==> src/rtl/wb_initiator_bridge_if.sv <==
`default_nettype none
// ============================================================================
// Module      : wb_initiator_bridge_if
// Description : CPU request/response and Wishbone classic initiator signals
//               of wb_initiator_bridge. The master modport is the bridge's
//               view; the slave modport is the view of the CPU and the
//               peripheral bus around it.
// Revision    : 1.0 - initial release
// ============================================================================
interface wb_initiator_bridge_if;
    // CPU request / response
    logic        req_valid_i;
    logic        req_ready_o;
    logic        req_we_i;
    logic [31:0] req_addr_i;
    logic [1:0]  req_size_i;
    logic        req_signed_i;
    logic [31:0] req_wdata_i;
    logic        rsp_valid_o;
    logic [31:0] rsp_rdata_o;
    logic        rsp_err_o;
    // Wishbone classic
    logic        wb_cyc_o;
    logic        wb_stb_o;
    logic        wb_we_o;
    logic [31:0] wb_adr_o;
    logic [31:0] wb_dat_o;
    logic [3:0]  wb_sel_o;
    logic [31:0] wb_dat_i;
    logic        wb_ack_i;
    logic        wb_err_i;

    modport master (
        input  req_valid_i, req_we_i, req_addr_i, req_size_i, req_signed_i, req_wdata_i,
        output req_ready_o, rsp_valid_o, rsp_rdata_o, rsp_err_o,
        output wb_cyc_o, wb_stb_o, wb_we_o, wb_adr_o, wb_dat_o, wb_sel_o,
        input  wb_dat_i, wb_ack_i, wb_err_i
    );

    modport slave (
        output req_valid_i, req_we_i, req_addr_i, req_size_i, req_signed_i, req_wdata_i,
        input  req_ready_o, rsp_valid_o, rsp_rdata_o, rsp_err_o,
        input  wb_cyc_o, wb_stb_o, wb_we_o, wb_adr_o, wb_dat_o, wb_sel_o,
        output wb_dat_i, wb_ack_i, wb_err_i
    );
endinterface
`default_nettype wire

==> src/rtl/wb_initiator_bridge.sv <==
`default_nettype none
// ============================================================================
// Module      : wb_initiator_bridge
// Description : Single-outstanding Wishbone classic initiator. Converts one
//               CPU load/store into one Wishbone cycle with byte-lane
//               steering, load alignment/extension, misalignment and bus
//               error reporting. One response strobe per accepted request.
//               Optional bus timeout: define WB_TIMEOUT_EN.
// Revision    : 1.0 - initial release
// ============================================================================
module wb_initiator_bridge #(
    parameter int TIMEOUT_CYCLES = 16
) (
    input  wire logic             clk,
    input  wire logic             rst_n,
    wb_initiator_bridge_if.master bus
);

    // Catch a meaningless timeout setting at elaboration time.
    if (TIMEOUT_CYCLES < 1) begin : g_param_check
        $error("wb_initiator_bridge: TIMEOUT_CYCLES must be >= 1");
    end

    typedef enum logic [1:0] {
        ST_IDLE = 2'd0,
        ST_BUS  = 2'd1,
        ST_RESP = 2'd2
    } state_t;

    state_t      state_q,     state_d;
    logic        cyc_q,       cyc_d;
    logic        we_q,        we_d;
    logic [31:0] adr_q,       adr_d;
    logic [31:0] dat_q,       dat_d;
    logic [3:0]  sel_q,       sel_d;
    logic [1:0]  addr_lo_q,   addr_lo_d;
    logic [1:0]  size_q,      size_d;
    logic        signed_q,    signed_d;
    logic        rsp_valid_q, rsp_valid_d;
    logic        rsp_err_q,   rsp_err_d;
    logic [31:0] rsp_rdata_q, rsp_rdata_d;

`ifdef WB_TIMEOUT_EN
    localparam int CNT_W = (TIMEOUT_CYCLES > 1) ? $clog2(TIMEOUT_CYCLES) : 1;
    localparam logic [CNT_W-1:0] TMO_LAST = CNT_W'(TIMEOUT_CYCLES - 1);
    logic [CNT_W-1:0] tmo_cnt_q, tmo_cnt_d;
`endif

    // Byte enables for the addressed lanes of a naturally aligned access.
    function automatic logic [3:0] lane_sel(input logic [1:0] lo, input logic [1:0] sz);
        case (sz)
            2'b00:   lane_sel = 4'b0001 << lo;
            2'b01:   lane_sel = 4'b0011 << {lo[1], 1'b0};
            default: lane_sel = 4'b1111;
        endcase
    endfunction

    // Right-aligned store data replicated onto every lane it may land on.
    function automatic logic [31:0] lane_dat(input logic [31:0] wd, input logic [1:0] sz);
        case (sz)
            2'b00:   lane_dat = {4{wd[7:0]}};
            2'b01:   lane_dat = {2{wd[15:0]}};
            default: lane_dat = wd;
        endcase
    endfunction

    // Move the addressed lane down to bit 0 and zero/sign extend it.
    function automatic logic [31:0] load_align(input logic [31:0] d, input logic [1:0] lo,
                                               input logic [1:0] sz, input logic sgn);
        logic [31:0] sh;
        sh = d >> {lo, 3'b000};
        case (sz)
            2'b00:   load_align = {{24{sgn & sh[7]}}, sh[7:0]};
            2'b01:   load_align = {{16{sgn & sh[15]}}, sh[15:0]};
            default: load_align = sh;
        endcase
    endfunction

    logic w_misaligned;
    assign w_misaligned = (bus.req_size_i == 2'b11)
                        || ((bus.req_size_i == 2'b01) && bus.req_addr_i[0])
                        || ((bus.req_size_i == 2'b10) && (bus.req_addr_i[1:0] != 2'b00));

    // Next-state and registered-output computation.
    always_comb begin
        state_d     = state_q;
        cyc_d       = cyc_q;
        we_d        = we_q;
        adr_d       = adr_q;
        dat_d       = dat_q;
        sel_d       = sel_q;
        addr_lo_d   = addr_lo_q;
        size_d      = size_q;
        signed_d    = signed_q;
        rsp_valid_d = 1'b0;
        rsp_err_d   = rsp_err_q;
        rsp_rdata_d = rsp_rdata_q;
`ifdef WB_TIMEOUT_EN
        tmo_cnt_d   = tmo_cnt_q;
`endif
        case (state_q)
            ST_IDLE: begin
`ifdef WB_TIMEOUT_EN
                tmo_cnt_d = '0;
`endif
                if (bus.req_valid_i) begin
                    we_d      = bus.req_we_i;
                    adr_d     = {bus.req_addr_i[31:2], 2'b00};
                    addr_lo_d = bus.req_addr_i[1:0];
                    size_d    = bus.req_size_i;
                    signed_d  = bus.req_signed_i;
                    sel_d     = lane_sel(bus.req_addr_i[1:0], bus.req_size_i);
                    dat_d     = lane_dat(bus.req_wdata_i, bus.req_size_i);
                    if (w_misaligned) begin
                        // Rejected locally: answer directly, never touch the bus.
                        state_d     = ST_RESP;
                        rsp_valid_d = 1'b1;
                        rsp_err_d   = 1'b1;
                        rsp_rdata_d = '0;
                    end else begin
                        state_d = ST_BUS;
                        cyc_d   = 1'b1;
                    end
                end
            end
            ST_BUS: begin
                if (bus.wb_err_i) begin
                    // Error has priority over a simultaneous ack.
                    state_d     = ST_RESP;
                    cyc_d       = 1'b0;
                    rsp_valid_d = 1'b1;
                    rsp_err_d   = 1'b1;
                    rsp_rdata_d = '0;
                end else if (bus.wb_ack_i) begin
                    state_d     = ST_RESP;
                    cyc_d       = 1'b0;
                    rsp_valid_d = 1'b1;
                    rsp_err_d   = 1'b0;
                    rsp_rdata_d = we_q ? 32'd0
                                       : load_align(bus.wb_dat_i, addr_lo_q, size_q, signed_q);
                end
`ifdef WB_TIMEOUT_EN
                else if (tmo_cnt_q == TMO_LAST) begin
                    // Slave never answered: abandon the cycle with an error.
                    state_d     = ST_RESP;
                    cyc_d       = 1'b0;
                    rsp_valid_d = 1'b1;
                    rsp_err_d   = 1'b1;
                    rsp_rdata_d = '0;
                end else begin
                    tmo_cnt_d = tmo_cnt_q + 1'b1;
                end
`endif
            end
            ST_RESP: begin
                state_d     = ST_IDLE;
                rsp_err_d   = 1'b0;
                rsp_rdata_d = '0;
            end
            default: begin
                state_d = ST_IDLE;
                cyc_d   = 1'b0;
            end
        endcase
    end

    // State and output registers with synchronous active-low reset.
    always_ff @(posedge clk) begin
        if (!rst_n) begin
            state_q     <= ST_IDLE;
            cyc_q       <= 1'b0;
            we_q        <= 1'b0;
            adr_q       <= '0;
            dat_q       <= '0;
            sel_q       <= '0;
            addr_lo_q   <= '0;
            size_q      <= '0;
            signed_q    <= 1'b0;
            rsp_valid_q <= 1'b0;
            rsp_err_q   <= 1'b0;
            rsp_rdata_q <= '0;
`ifdef WB_TIMEOUT_EN
            tmo_cnt_q   <= '0;
`endif
        end else begin
            state_q     <= state_d;
            cyc_q       <= cyc_d;
            we_q        <= we_d;
            adr_q       <= adr_d;
            dat_q       <= dat_d;
            sel_q       <= sel_d;
            addr_lo_q   <= addr_lo_d;
            size_q      <= size_d;
            signed_q    <= signed_d;
            rsp_valid_q <= rsp_valid_d;
            rsp_err_q   <= rsp_err_d;
            rsp_rdata_q <= rsp_rdata_d;
`ifdef WB_TIMEOUT_EN
            tmo_cnt_q   <= tmo_cnt_d;
`endif
        end
    end

    assign bus.req_ready_o = (state_q == ST_IDLE);
    assign bus.wb_cyc_o    = cyc_q;
    assign bus.wb_stb_o    = cyc_q;
    assign bus.wb_we_o     = we_q;
    assign bus.wb_adr_o    = adr_q;
    assign bus.wb_dat_o    = dat_q;
    assign bus.wb_sel_o    = sel_q;
    assign bus.rsp_valid_o = rsp_valid_q;
    assign bus.rsp_err_o   = rsp_err_q;
    assign bus.rsp_rdata_o = rsp_rdata_q;

endmodule
`default_nettype wire
==> src/flat_wrapper.sv <==
// flat-port wrapper written by rule: the top's interface ports become plain ports
module wb_initiator_bridge_flat 
#(
    parameter int TIMEOUT_CYCLES = 16
)
  (clk, rst_n, bus_req_valid_i, bus_req_we_i, bus_req_addr_i, bus_req_size_i, bus_req_signed_i, bus_req_wdata_i, bus_req_ready_o, bus_rsp_valid_o, bus_rsp_rdata_o, bus_rsp_err_o, bus_wb_cyc_o, bus_wb_stb_o, bus_wb_we_o, bus_wb_adr_o, bus_wb_dat_o, bus_wb_sel_o, bus_wb_dat_i, bus_wb_ack_i, bus_wb_err_i);
  wb_initiator_bridge_if bus_i ();
  input  wire logic clk;
  input  wire logic rst_n;
  input wire logic [$bits(bus_i.req_valid_i)-1:0] bus_req_valid_i;
  input wire logic [$bits(bus_i.req_we_i)-1:0] bus_req_we_i;
  input wire logic [$bits(bus_i.req_addr_i)-1:0] bus_req_addr_i;
  input wire logic [$bits(bus_i.req_size_i)-1:0] bus_req_size_i;
  input wire logic [$bits(bus_i.req_signed_i)-1:0] bus_req_signed_i;
  input wire logic [$bits(bus_i.req_wdata_i)-1:0] bus_req_wdata_i;
  output wire logic [$bits(bus_i.req_ready_o)-1:0] bus_req_ready_o;
  output wire logic [$bits(bus_i.rsp_valid_o)-1:0] bus_rsp_valid_o;
  output wire logic [$bits(bus_i.rsp_rdata_o)-1:0] bus_rsp_rdata_o;
  output wire logic [$bits(bus_i.rsp_err_o)-1:0] bus_rsp_err_o;
  output wire logic [$bits(bus_i.wb_cyc_o)-1:0] bus_wb_cyc_o;
  output wire logic [$bits(bus_i.wb_stb_o)-1:0] bus_wb_stb_o;
  output wire logic [$bits(bus_i.wb_we_o)-1:0] bus_wb_we_o;
  output wire logic [$bits(bus_i.wb_adr_o)-1:0] bus_wb_adr_o;
  output wire logic [$bits(bus_i.wb_dat_o)-1:0] bus_wb_dat_o;
  output wire logic [$bits(bus_i.wb_sel_o)-1:0] bus_wb_sel_o;
  input wire logic [$bits(bus_i.wb_dat_i)-1:0] bus_wb_dat_i;
  input wire logic [$bits(bus_i.wb_ack_i)-1:0] bus_wb_ack_i;
  input wire logic [$bits(bus_i.wb_err_i)-1:0] bus_wb_err_i;
  assign bus_i.req_valid_i = bus_req_valid_i;
  assign bus_i.req_we_i = bus_req_we_i;
  assign bus_i.req_addr_i = bus_req_addr_i;
  assign bus_i.req_size_i = bus_req_size_i;
  assign bus_i.req_signed_i = bus_req_signed_i;
  assign bus_i.req_wdata_i = bus_req_wdata_i;
  assign bus_req_ready_o = bus_i.req_ready_o;
  assign bus_rsp_valid_o = bus_i.rsp_valid_o;
  assign bus_rsp_rdata_o = bus_i.rsp_rdata_o;
  assign bus_rsp_err_o = bus_i.rsp_err_o;
  assign bus_wb_cyc_o = bus_i.wb_cyc_o;
  assign bus_wb_stb_o = bus_i.wb_stb_o;
  assign bus_wb_we_o = bus_i.wb_we_o;
  assign bus_wb_adr_o = bus_i.wb_adr_o;
  assign bus_wb_dat_o = bus_i.wb_dat_o;
  assign bus_wb_sel_o = bus_i.wb_sel_o;
  assign bus_i.wb_dat_i = bus_wb_dat_i;
  assign bus_i.wb_ack_i = bus_wb_ack_i;
  assign bus_i.wb_err_i = bus_wb_err_i;
  wb_initiator_bridge #(.TIMEOUT_CYCLES(TIMEOUT_CYCLES)) u_core (.clk(clk), .rst_n(rst_n), .bus(bus_i));
endmodule
==> config.mk <==
export PLATFORM = sky130hd
export DESIGN_NAME = wb_initiator_bridge_flat
export DESIGN_NICKNAME = d
export VERILOG_FILES = /design/src/rtl/wb_initiator_bridge_if.sv /design/src/rtl/wb_initiator_bridge.sv /design/src/flat_wrapper.sv
export SDC_FILE = /design/constraint.sdc
export NUM_CORES = 1
export LEC_CHECK = 0
export BUFFER_PORTS_ARGS = -buffer_cell sky130_fd_sc_hd__buf_4
export CORE_MARGIN = 1.5
export CORE_UTILIZATION = 43
export DETAILED_ROUTE_END_ITERATION = 12
export PLACE_DENSITY = 0.83
export SETUP_SLACK_MARGIN = 0.2
export SYNTH_ARGS = -nofsm -noshare
export SYNTH_HDL_FRONTEND = slang
export SYNTH_SLANG_ARGS = --single-unit
==> constraint.sdc <==
create_clock -name clk -period 2 [get_ports clk]
set_clock_uncertainty 0.2 [all_clocks]
set_input_delay 0.4 -clock clk [delete_from_list [all_inputs] [get_ports clk]]
set_output_delay 0.4 -clock clk [all_outputs]
set_load 0.02 [all_outputs]
==> results.py <==
metrics = {
    "drt": {
        "wl_per_cell_microns": 15.99,
        "drt-vias-per-instance": 5.465,
        "wirelength_mm": 14.42,
        "antenna_left": 0,
        "drc": 0,
        "drtIter0Drc": 229,
        "first_pass_iters": 4,
        "vias": 4929,
    },
    "global_routing": {
        "track_usage_pct": 24.84,
        "grt_max_degree": 70,
        "antenna_found_initial": 0,
        "grt_pass1_wl_mm": 22.67,
        "grt_remaining_overflow": 0,
        "grt_pass1_vias": 4617,
    },
    "timing": {
        "tightestPinTransition_ps": 545.9,
        "setup_viol": 0,
        "fin_crit_ps": 1780,
        "fmax_mhz": 561.9,
        "final_max_slew_viol_count": 0,
        "fin_crit_sh_pct": 88.98,
        "max_slew_margin_pct": 63.13,
        "hold_violations": 0,
        "rsz0062_at_grt": "true",
    },
    "logic_synthesis": {
        "avgSynthCellArea_sq_um": 8.555,
        "synth_edf_count": 0,
        "synth_largest_area_cell": "dfxtp_1",
        "ys_seq_area_share_pct": 46.13,
        "ys_warn_count": 0,
        "syn-cell-area_sq_um": 4731,
        "synth_seq_cells": 109,
        "ys_types": 44,
        "yosys.area.top_type_share_pct": 46.13,
        "synthFlopType": "dfxtp_1",
        "ys_top_cells_by_area": "dfxtp_1 46%, nand2_1 11%, mux2i_1 7.0%",
        "synthCells": 553,
        "async_flop_share_pct": 0,
    },
    "setup_path": {
        "crit_start": "bus_req_addr_i[0]",
        "reg2reg_to": "u_core.bus.rsp_rdata_o[23]$_SDFFE_PN0P_",
        "critPathArrivalTime_ps": 1890,
        "cp-start-kind": "input port",
        "rrSetupSlack_ps": 250,
        "rr_startpoint": "u_core.signed_q$_SDFFE_PN0P_",
        "crit_fanout": 16,
        "crit_chain": "buf_4 > or3_4 > a31o_4 > a311oi_4 > buf_6 > buf_12 > a22o_1",
        "cp.required_ps": 2110,
        "path_buf_inv": 3,
        "cpPeakStageDelay_ps": 380,
        "worst_r2r_path_depth": 5,
        "critical-path-top-delay-family": "compound AO/OA/AOI/OAI gates",
        "end_kind": "register",
        "crit_slowest_cell": "or3_4",
        "critPathKind": "input port to register",
    },
    "cts": {
        "tritoncts": "built",
        "htree_levels": 3,
        "clkLatencyLatePin_ps": 370,
        "postCtsHoldBufs": 0,
        "root_buffer": "clkbuf_8",
        "path_clk_slew_ps": 100,
        "cts.sinks": 109,
        "numCtsBuffers": 9,
        "clockBufferDepth": 2,
    },
    "floorplan": {
        "core_area_sq_um": 10790,
        "die-width_microns": 107.9,
        "start_util_pct": 43.83,
        "rows": 38,
        "ios": 211,
        "die_y_microns": 107.9,
        "die_area_sq_um": 11640,
    },
    "power": {
        "power_switching_share_pct": 29.27,
        "power.leakage_nw": 3.058,
        "comb_power_share_pct": 23.7,
        "p_int_mw": 3.552,
        "total_power_mw": 5.022,
        "switching_power_mw": 1.470,
        "cellPowerDensity_nw_per_um2": 733.3,
        "sequentialPowerShare_pct": 47.2,
        "irDropWorstVdd_mv": 0.4656,
        "clockPowerShare_pct": 29.1,
    },
    "cells_and_area": {
        "area_delta_synth_final_pct": 44.75,
        "nNetsFinal": 862,
        "antenna-diode-count": 0,
        "layout.cells.non_filler": 902,
        "drive_gt1_share_pct": 35.96,
    },
    "place": {
        "dpl.cell_count": 881,
        "hpwl_mm": 10.64,
        "io_buffers": 208,
        "gp_congestion": 0.8573,
    },
    "status": {
        "outcome": "completed",
    },
    "worst_hold_path": {
        "min_from": "bus_req_addr_i[8]",
        "whs_endpoint": "u_core.bus.wb_adr_o[8]$_SDFFE_PN0P_",
        "min_delay_path_depth": 3,
        "min_path_type": "input port to register",
    },
    "run": {
        "drv_cap": 0,
    },
}
[flip-flops by register name (all words and copies together), names as in the netlist]
name / cells
u_core.bus.rsp_rdata_o: 32
u_core.bus.wb_dat_o: 32
u_core.bus.wb_adr_o: 30
u_core.bus.wb_sel_o: 4
u_core.addr_lo_q: 2
u_core.size_q: 2
u_core.state_q: 2
u_core.bus.rsp_err_o: 1
u_core.bus.rsp_valid_o: 1
u_core.bus.wb_cyc_o: 1
u_core.bus.wb_we_o: 1
u_core.signed_q: 1
[power by group through the flow]
stage | Clock [mW] | Sequential [mW] | Combinational (mW)
after global placement | 0 | 2.41 | 1.12
final | 1.46 | 2.37 | 1.19
after floorplan | 0 | 2.54 | 0.487
after detailed placement | 0 | 2.42 | 1.15
after CTS | 1.47 | 2.37 | 1.17
after global routing | 1.57 | 2.39 | 1.28
[layer usage]
metal / track usage, % / wire, microns / vias to the layer above
met2: 42.22 / 7045 / 232
met3: 6.719 / 1311 / 22
met5: 0 / 0 / -
met1: 29.95 / 5807 / 2330
met4: 9.211 / 257 / 0
li1: - / - / 2345
[worst min-delay path, delay by kind of cell]
kind | cells | cell delay [ps]
simple gates | 1 | 40
buf+inv | 1 | 110
compound gates | 1 | 50
[synth_stat cells (8+ instances only)]
cell        n
a21oi_1    58
dfxtp_1   109
o21ai_0    29
a22o_1     25
a211oi_1    8
nor2_1     25
a311oi_1    8
o211ai_1    8
nand2_1   137
clkbuf_1   32
mux2i_1    33
nor2b_1     9
[timing repair]
item                       4_1_cts  5_1_grt
pin swaps                        1        2
gates resized for setup          6       11
setup buffers                    1        3
hold endpoints to repair         0        0
setup endpoints to repair       31       57
cloned                           1        0
[through the flow]
| stage | TNS [ps] | instance area [sq um] | util (%) | hold WS [ps] | setup slack (ps) |
|---|---|---|---|---|---|
| after floorplan | 0 | 4735 | - | 249.6 | 122.1 |
| after global placement | -328.6 | 6525 | 60.46 | 243.5 | -15.17 |
| after detailed placement | -950.4 | 6525 | 60.46 | 246.6 | -43.69 |
| after CTS | 0 | 6789 | 62.90 | 49.40 | 207.4 |
| after global routing | 0 | 6848 | 63.45 | 42.71 | 148.0 |
| final | 0 | 6848 | 63.45 | 66.47 | 220.4 |
[placed cells by master, fill, tap and decap left out, types with 2 or more instances in the layout]
cell,instances
buf_12,6
a2bb2oi_1,7
a22o_1,25
o21ai_1,2
o211ai_1,8
inv_2,2
conb_1,2
a311oi_1,8
clkinv_2,2
nor2_1,23
nor2b_1,8
bufinv_16,2
clkbuf_8,9
nor2_2,2
buf_4,227
a211oi_1,8
buf_6,4
a211o_1,7
a21oi_1,58
dfxtp_1,106
a22oi_1,3
nand2_1,137
a31oi_1,2
dfxtp_2,2
a32o_1,7
inv_1,6
o21ai_0,29
mux2i_1,33
[worst max-delay path by stage]
stage | end | slack, ps | depth (start not counted)
2_1_floorplan | u_core.bus.rsp_rdata_o[10]$_SDFFE_PN0P_ | 120 | 5
3_3_place_gp | u_core.bus.rsp_rdata_o[20]$_SDFFE_PN0P_ | -20 | 6
3_5_place_dp | u_core.bus.rsp_rdata_o[16]$_SDFFE_PN0P_ | -40 | 6
4_1_cts | u_core.bus.rsp_rdata_o[19]$_SDFFE_PN0P_ | 210 | 4
5_1_grt | u_core.bus.rsp_rdata_o[23]$_SDFFE_PN0P_ | 150 | 5
6_report | u_core.bus.rsp_rdata_o[23]$_SDFFE_PN0P_ | 220 | 7
[cell type report]
class | count | area (sq um)
clock inverter | 6 | 86.33
timing repair buffer | 238 | 1897
multi-input combinational | 391 | 2344
fill | 881 | 3945
inverter | 8 | 30.03
sequential | 109 | 2188
tap | 140 | 175.2
clock buffer | 10 | 127.6
[cells by family after synthesis]
logic type	Yosys count	share of synthesized area, %
AOI/OAI and AO/OA	169	24.76
xor gates and xnor gates	1	0.1852
buffers and inverters	54	5.184
DFF	109	46.13
muxes	35	7.696
other	1	0.07927
and+or+nand+nor	184	15.97
Note: power is estimated with default switching activity, not from simulation.
